<file path="src/rtl/hazard_scoreboard.sv">
// Pipeline hazard scoreboard: tracks in-flight destinations in E/M/W, decides D-stage stalls,
// selects D- and E-operand forwarding sources, and counts down multiply/divide occupancy.
module hazard_scoreboard #(
    parameter int unsigned REG_AW      = 5,
    parameter int unsigned TW          = 2,
    parameter int unsigned MULT_CYCLES = 5,
    parameter int unsigned DIV_CYCLES  = 10
) (
    input  logic              clk,
    input  logic              reset,
    input  logic              d_valid,
    input  logic [REG_AW-1:0] d_rs,
    input  logic [REG_AW-1:0] d_rt,
    input  logic [TW-1:0]     d_tuse_rs,
    input  logic [TW-1:0]     d_tuse_rt,
    input  logic [REG_AW-1:0] d_dst,
    input  logic [TW-1:0]     d_tnew,
    input  logic              d_md_use,
    input  logic              d_md_start,
    input  logic              d_md_is_div,
    output logic              stall,
    output logic [1:0]        fwd_d_rs,
    output logic [1:0]        fwd_d_rt,
    output logic [1:0]        fwd_e_rs,
    output logic [1:0]        fwd_e_rt,
    output logic              md_busy
);

    localparam int unsigned MAX_CYCLES = (MULT_CYCLES > DIV_CYCLES) ? MULT_CYCLES : DIV_CYCLES;
    localparam int unsigned CW         = $clog2(MAX_CYCLES + 1);

    logic [REG_AW-1:0] e_dst_q, e_rs_q, e_rt_q, m_dst_q, w_dst_q;
    logic [TW-1:0]     e_tnew_q, m_tnew_q, w_tnew_q;
    logic              e_md_start_q, e_md_is_div_q;
    logic [CW-1:0]     md_cnt_q, md_cnt_d;
    logic              data_hit, md_hit, issue;

    function automatic logic [TW-1:0] sat_dec(input logic [TW-1:0] t);
        return (t == '0) ? '0 : t - TW'(1);
    endfunction

    // Producer in a stage will not have its result ready by the time the consumer needs it.
    function automatic logic late(input logic [REG_AW-1:0] sdst, input logic [TW-1:0] stnew,
                                  input logic [REG_AW-1:0] src, input logic [TW-1:0] tuse);
        return (sdst == src) && (sdst != '0) && (stnew > tuse);
    endfunction

    // Nearest matching stage wins; a match that is not ready yet blocks the older stage.
    function automatic logic [1:0] pick(input logic [REG_AW-1:0] src,
                                        input logic [REG_AW-1:0] near_dst,
                                        input logic [TW-1:0]     near_tnew,
                                        input logic [REG_AW-1:0] far_dst,
                                        input logic [TW-1:0]     far_tnew);
        if ((near_dst == src) && (near_dst != '0)) begin
            return (near_tnew == '0) ? 2'd1 : 2'd0;
        end else if ((far_dst == src) && (far_dst != '0)) begin
            return (far_tnew == '0) ? 2'd2 : 2'd0;
        end
        return 2'd0;
    endfunction

    assign data_hit = late(e_dst_q, e_tnew_q, d_rs, d_tuse_rs)
                    | late(m_dst_q, m_tnew_q, d_rs, d_tuse_rs)
                    | late(w_dst_q, w_tnew_q, d_rs, d_tuse_rs)
                    | late(e_dst_q, e_tnew_q, d_rt, d_tuse_rt)
                    | late(m_dst_q, m_tnew_q, d_rt, d_tuse_rt)
                    | late(w_dst_q, w_tnew_q, d_rt, d_tuse_rt);

    assign md_busy = (md_cnt_q != '0);
    assign md_hit  = d_md_use & (e_md_start_q | md_busy);
    assign stall   = d_valid & (data_hit | md_hit);
    assign issue   = d_valid & ~stall;

    assign fwd_d_rs = d_valid ? pick(d_rs, e_dst_q, e_tnew_q, m_dst_q, m_tnew_q) : 2'd0;
    assign fwd_d_rt = d_valid ? pick(d_rt, e_dst_q, e_tnew_q, m_dst_q, m_tnew_q) : 2'd0;
    assign fwd_e_rs = pick(e_rs_q, m_dst_q, m_tnew_q, w_dst_q, w_tnew_q);
    assign fwd_e_rt = pick(e_rt_q, m_dst_q, m_tnew_q, w_dst_q, w_tnew_q);

    // A new start overwrites any count still running.
    always_comb begin
        md_cnt_d = md_cnt_q;
        if (e_md_start_q) begin
            md_cnt_d = e_md_is_div_q ? CW'(DIV_CYCLES) : CW'(MULT_CYCLES);
        end else if (md_cnt_q != '0) begin
            md_cnt_d = md_cnt_q - CW'(1);
        end
    end

    always_ff @(posedge clk) begin
        if (reset) begin
            e_dst_q       <= '0;
            e_tnew_q      <= '0;
            e_rs_q        <= '0;
            e_rt_q        <= '0;
            e_md_start_q  <= 1'b0;
            e_md_is_div_q <= 1'b0;
            m_dst_q       <= '0;
            m_tnew_q      <= '0;
            w_dst_q       <= '0;
            w_tnew_q      <= '0;
            md_cnt_q      <= '0;
        end else begin
            if (issue) begin
                e_dst_q       <= d_dst;
                e_tnew_q      <= d_tnew;
                e_rs_q        <= d_rs;
                e_rt_q        <= d_rt;
                e_md_start_q  <= d_md_start;
                e_md_is_div_q <= d_md_is_div;
            end else begin
                e_dst_q       <= '0;
                e_tnew_q      <= '0;
                e_rs_q        <= '0;
                e_rt_q        <= '0;
                e_md_start_q  <= 1'b0;
                e_md_is_div_q <= 1'b0;
            end
            m_dst_q  <= e_dst_q;
            m_tnew_q <= sat_dec(e_tnew_q);
            w_dst_q  <= m_dst_q;
            w_tnew_q <= sat_dec(m_tnew_q);
            md_cnt_q <= md_cnt_d;
        end
    end

endmodule

</file>
<file path="config.mk">
export PLATFORM = sky130hd
export DESIGN_NAME = hazard_scoreboard
export DESIGN_NICKNAME = d
export VERILOG_FILES = /design/src/rtl/hazard_scoreboard.sv
export SDC_FILE = /design/constraint.sdc
export NUM_CORES = 1
export LEC_CHECK = 0
export CORE_ASPECT_RATIO = 0.7
export CORE_MARGIN = 5
export CORE_UTILIZATION = 57
export DETAILED_ROUTE_END_ITERATION = 6
export GPL_ROUTABILITY_DRIVEN = 0
export GPL_TIMING_DRIVEN = 0
export PLACE_DENSITY = 0.91
export SLEW_MARGIN = 20
export SYNTH_ARGS = -nofsm -noshare
export SYNTH_HDL_FRONTEND = slang
export SYNTH_SLANG_ARGS = --single-unit
export TNS_END_PERCENT = 1
</file>
<file path="constraint.sdc">
create_clock -name clk -period 4.5 [get_ports clk]
set_input_delay 0.9 -clock clk [delete_from_list [all_inputs] [get_ports clk]]
set_output_delay 0.9 -clock clk [all_outputs]
set_load 0.05 [all_outputs]
</file>
==> impl_metrics.py <==
metrics = {
    "logic_synthesis": {
        "syn-cell-area_um2": 2271,
        "synth_enable_flop_cells": 0,
        "netlist_instances": 260,
        "ys.warnings.count": 0,
        "synth.distinct_cells": 33,
        "synthesis.area_per_instance_um2": 8.734,
        "synth_ff_type": "dfxtp_1",
        "synth.ff_latch_count": 37,
        "yosys.cell_count.top_type": "dfxtp_1",
        "number_of_nets_produced_by_synthesis": 303,
        "synth_top_area_frac": 0.3262,
        "asyncSetResetFlopFracSynth": 0,
        "share_of_the_yosys_chip_area_belonging_to_registers": 0.3262,
        "synthDominantAreaCellType": "dfxtp_1",
        "synth.top_cells.by_count": "37 x dfxtp_1, 30 x xor2_1, 27 x nand2_1, 24 x nor3_1, 22 x xnor2_1",
        "dominant_cells_by_area_after_synthesis": "dfxtp_1 33%, xor2_1 12%, ha_1 8.8%",
    },
    "timing": {
        "slew-limit-headroom": 0.5945,
        "hold_viol": 0,
        "whs_ns": 0.4447,
        "finalCriticalPeriod_ns": 4.236,
        "final_max_slew_viol_count": 0,
        "report.final.setup_viol": 0,
        "timing.fmax_ghz": 0.2361,
        "rsz_0062_raised_after_global_routing": "false",
        "final_min_period_over_clock_period": 0.9412,
        "setup-tns-final_ns": 0,
        "final_critical_path_setup_slack_ns": 0.2645,
        "worst_slew_pin_slew_ns": 0.6082,
        "worst_clock_skew_ns": 0.007457,
    },
    "worst_setup_path": {
        "cp_launch_type": "input pin",
        "cp_data_arrival_time_ns": 3.34,
        "crit_path_most_repeated_cell": "o211ai_1",
        "cpMaxStageDelayCell": "clkdlybuf4s50_1",
        "critical_path.top_delay_family": "buffers and inverters",
        "timing.rr.end": "e_md_is_div_q$_SDFF_PP0_",
        "number_of_stages_on_the_worst_setup_path": 8,
        "worst_r2r_setup_slack_ns": 2.40,
        "worst-path-max-fanout": 10,
        "setup.worst_path.end_class": "output port",
        "critical_path.cell_chain": "clkdlybuf4s50_1 -> xnor2_1 -> o211ai_1 -> or4_1 -> o211ai_1 -> buf_2 -> o21a_1 -> clkbuf_2",
        "critPathKind": "input pin to output port",
        "worst_ep_required_time_ns": 3.60,
        "worst_path_largest_cell_delay_ns": 0.64,
        "regToRegStartpoint": "e_dst_q[0]$_SDFF_PP0_",
        "worstRegToRegCells": 6,
        "cp.buffers_inverters": 3,
    },
    "floorplan": {
        "die_y_um": 62.81,
        "floorplan.initialDensity": 0.5861,
        "floorplan.rows": 19,
        "ports_placed_on_the_boundary": 37,
        "die-area_um2": 5366,
        "die_w_um": 85.44,
        "core_area_um2": 3875,
    },
    "global_route": {
        "grt_pass1_vias": 1930,
        "globalRouteOverflowTotal": 0,
        "grt_antenna_before_repair": 0,
        "grt_usage": 0.2195,
        "grt_first_pass_wirelength_mm": 9.190,
        "grt_start_max_net_pins": 12,
    },
    "worst_hold_path": {
        "worst_hold_path.num_cells": 1,
        "hold_path.class": "flop to flop",
        "min_from": "e_tnew_q[0]$_SDFF_PP0_",
        "holdPathEnd": "m_tnew_q[0]$_SDFF_PP0_",
    },
    "finish": {
        "n_antenna_cell": 0,
        "n_fill_cell": 313,
        "final_util": 0.7152,
        "relative_area_change_from_synthesis_to_final_layout_pct": 22.04,
        "drive_gt1_frac": 0.08609,
        "num-nets-final": 345,
    },
    "drt": {
        "drt_pre_antenna_iters": 5,
        "drt.antenna.violating_nets": 0,
        "vias_per_cell": 5.647,
        "route.vias.total": 1999,
        "drt_drc_violations_left": 0,
        "routed_wl_mm": 5.711,
        "drt_iter0_markers": 202,
        "wl_per_cell_um": 16.13,
    },
    "power_and_ir_drop": {
        "p_leak_nw": 1.154,
        "p_switching_w": 0.0003806,
        "clockPowerShare": 0.232,
        "p_int_w": 0.0006640,
        "sequential_cell_fraction_of_total_power": 0.379,
        "power.density_cell_area_nw_per_um2": 376.9,
        "power_frac_comb": 0.389,
        "ir_drop_mv": 0.4734,
        "switching_share": 0.3643,
        "p_total_w": 0.001045,
    },
    "run_status": {
        "run_status": "complete, no violations",
    },
    "place": {
        "dp_hpwl_mm": 4.380,
        "pre_cts_ws_ns": -0.2237,
        "placement.io_buffers": 35,
    },
    "clock_network": {
        "clkLatencyLatePin_ns": 0.30,
        "clock_tree.root_cell": "clkbuf_8",
        "cts_tree": "built",
        "h-tree-depth": 2,
        "cts_buf_count": 5,
        "ctsLongestPathBuffers": 2,
        "cts_hold_buffers": 0,
        "cts.sink_count": 37,
        "cts.reportedPaths.clkPinSlew_ns": 0.07,
    },
    "job": {
        "max_cap_viol_count": 0,
    },
}
## what timing repair did
item	4_1_cts	5_1_grt
endpoints found under the setup margin	1	1
resized for setup	1	2
buffers inserted	0	0
gates cloned	0	0
hold endpoints to repair	0	0
## power groups by stage
stage | clock network [W] | logic [W] | registers [W]
floorplan | 0 | 0.000299 | 0.000394
global placement | 0 | 0.000390 | 0.000401
detailed placement | 0 | 0.000404 | 0.000403
CTS | 0.000244 | 0.000406 | 0.000395
global route | 0.000255 | 0.000447 | 0.000400
finish | 0.000242 | 0.000406 | 0.000396
## how the worst max path moves through the flow
stage	to	start	slack, ns
final	stall	d_rs[1]	0.26
after global routing	stall	d_rs[1]	0.17
after CTS	stall	d_rs[1]	0.04
after detailed placement	stall	d_rs[1]	-0.22
after global placement	stall	d_rs[1]	-0.19
after floorplan	fwd_e_rt[1]	w_dst_q[0]$_SDFF_PP0_	0.72
## placed cells by master (no fill, tap or decap)
cell / count
nand2_1: 27
clkdlybuf4s50_1: 34
o21a_1: 2
clkinvlp_4: 1
nor3b_1: 2
or3b_1: 1
nand3_1: 3
a2bb2oi_1: 2
or4_1: 3
buf_6: 2
inv_1: 9
and2_1: 2
nor3_1: 24
nand2b_1: 1
nor4_2: 5
dfxtp_1: 37
xnor2_1: 22
xor2_1: 30
a211oi_1: 2
nand4_1: 5
o2111ai_1: 1
o21ai_0: 3
nor4_1: 2
nor2b_1: 17
nor2_1: 10
or3_1: 4
clkbuf_2: 1
clkbuf_1: 12
buf_2: 5
o211ai_2: 1
nor2_2: 1
or4_4: 3
a21oi_1: 2
clkbuf_8: 6
ha_1: 16
o211ai_1: 3
o2111ai_2: 1
## routing by layer
metal	vias up	global-route usage	part of all wire	wire, um
met2	85	0.3537	0.46	2644
met4	0	0.09289	0.018	102
met5	-	0	0	0
met3	13	0.04743	0.075	430
met1	947	0.2815	0.44	2533
li1	954	-	-	-
## flip-flops by register name, summed over array words and instances, names as in the netlist
signal,cells
e_dst_q,5
e_rs_q,5
e_rt_q,5
m_dst_q,5
w_dst_q,5
md_cnt_q,4
e_tnew_q,2
m_tnew_q,2
w_tnew_q,2
e_md_is_div_q,1
e_md_start_q,1
## kinds of logic (layout without fill, tap and decap cells)
group	after synthesis	in the layout	share of synthesized area
simple gates	110	110	0.2716
xor+xnor	52	52	0.2005
flops	37	37	0.3262
buf+inv	28	70	0.05564
compound gates	17	17	0.05784
fa+ha+maj	16	16	0.08815
## final cells by class
| cell class | instances | area (um2) | area share |
|---|---|---|---|
| Buffer | 19 | 92.59 | 0.03341 |
| Sequential cell | 37 | 740.7 | 0.2673 |
| Timing Repair Buffer | 35 | 345.3 | 0.1246 |
| Clock buffer | 6 | 82.58 | 0.02980 |
| Tap cell | 52 | 65.06 | 0.02348 |
| Inverter | 9 | 33.78 | 0.01219 |
| Multi-Input combinational cell | 195 | 1404 | 0.5065 |
| Clock inverter | 1 | 7.507 | 0.002709 |
## per-stage QoR
step	cell area [um2]	std cells
after floorplan	2271	260
after global placement	2686	347
after detailed placement	2686	347
after CTS	2775	354
after global routing	2771	354
final	2771	354
(Power assumes the default switching activity.)
==> edit (same settings) <==
Reset style: asynchronous (`reset`), changed in one clocked block.
--- a/src/rtl/hazard_scoreboard.sv
+++ b/src/rtl/hazard_scoreboard.sv
@@ -88,3 +88,3 @@
 
-    always_ff @(posedge clk) begin
+    always_ff @(posedge clk or posedge reset) begin
         if (reset) begin
Behaviour: differs if reset is asserted again (counterexample within 4 cycles, from zero or initial values and one cycle with reset high); with reset held inactive, the same outputs for 10 cycles.
==> edit against the unedited design <==
Maximum frequency up 0.87%; first-iteration DRC count shrank 51%; synthesized area up 7.1%; global-route usage rose by 0.49 points; count of clock-buffer cells in the layout grew 1; power is 3.6% higher; worst setup slack better by 0.036 ns; combinational power shrank 7.6%; routed wire length rose by 1.0%; cell area increased by 7.1%; register-to-register slack got worse by 0.02 ns; sequential cell count unchanged; highest routed layer unchanged.
==> edit: results <==
[status]
outcome = complete, no violations

[global_route]
use_met3_pct = 4.56
grt_pass1_wl_um = 9630
met2_usage_pct = 36.7
grt_usage_pct = 22.4
grt_max_degree = 38
grt_pass1_vias = 1999
met1_usage_pct = 29.9

[synth]
synth_cell_types = 39
synth_compound_area_share_pct = 5.25
yosys_warnings = 0
synthCells = 243
synthMuxAreaShare_pct = 0.875
async_flop_share_pct = 100
synth_nets = 284
synth-seq-area-share_pct = 38.1
synth_common_cells = 37 x dfrtp_1, 28 x xor2_1, 27 x nand2_1
synth_adder_area_share_pct = 7.21
ys.flop_type = dfrtp_1
synth-xor-area-share_pct = 18.7
yosys-top-cells-area = dfrtp_1 38%, xor2_1 10%, xnor2_1 8.6%

[worst_setup_path]
cp.arrival_ns = 3.30
cp_slowest_cell = or3_2
path_delay_family = buffers and inverters
slowest_delay_ns = 0.56

[power_and_ir_drop]
internal-power_uw = 721
p_leak_uw = 0.00137
clock_power_share_pct = 27.6
ir_worst_vdd_uv = 339
power_uw = 1080
powerSeq_uw = 408

[placed_design]
dp_hpwl_um = 4510
place_ws_ns = -0.177
dpl_cell_area_um2 = 2860
io_buffers = 36

[layout]
fin_nets = 327
drive_gt1_share_pct = 15.0

[detailed_routing]
wl_met3_um = 425
drtIter0Drc = 98
via_per_inst = 5.62
wirelength_um = 5770
num_vias = 1906
drtPass1Iterations = 4
top_layer = met4
met2_length_um = 2730
wl_met1_um = 2500

[cts]
clkTransAtPathRegs_ns = 0.07
postCtsSetupRepairBufs = 0

[timing]
slew_headroom_pct = 48.6
clock_skew_ns = 0.00541
-- edit: worst paths after layout --
| check | start | end | slack, ns | depth (start not counted) |
|---|---|---|---|---|
| min reg2reg | m_dst_q[3]$_DFF_PP0_ | w_dst_q[3]$_DFF_PP0_ | 0.38 | 0 |
| min in group asynchronous | reset | md_cnt_q[3]$_DFFE_PP0N_ | 1.08 | 2 |
| max in group asynchronous | reset | e_rt_q[2]$_DFF_PP0_ | 2.93 | 2 |
| max reg2reg | md_cnt_q[0]$_DFFE_PP0N_ | e_dst_q[3]$_DFF_PP0_ | 2.38 | 9 |
| min | m_dst_q[3]$_DFF_PP0_ | w_dst_q[3]$_DFF_PP0_ | 0.38 | 0 |
| max | d_tuse_rs[1] | stall | 0.30 | 10 |
-- edit: layout make-up --
type                       instances  area (um2)
multi-input combinational        181        1380
fill                             302        1050
sequential                        37         926
timing repair buffer              36         355
buffer                            16        88.8
clock buffer                       7        86.3
tap                               52        65.1
inverter                           9        33.8
clock inverter                     1        30.0
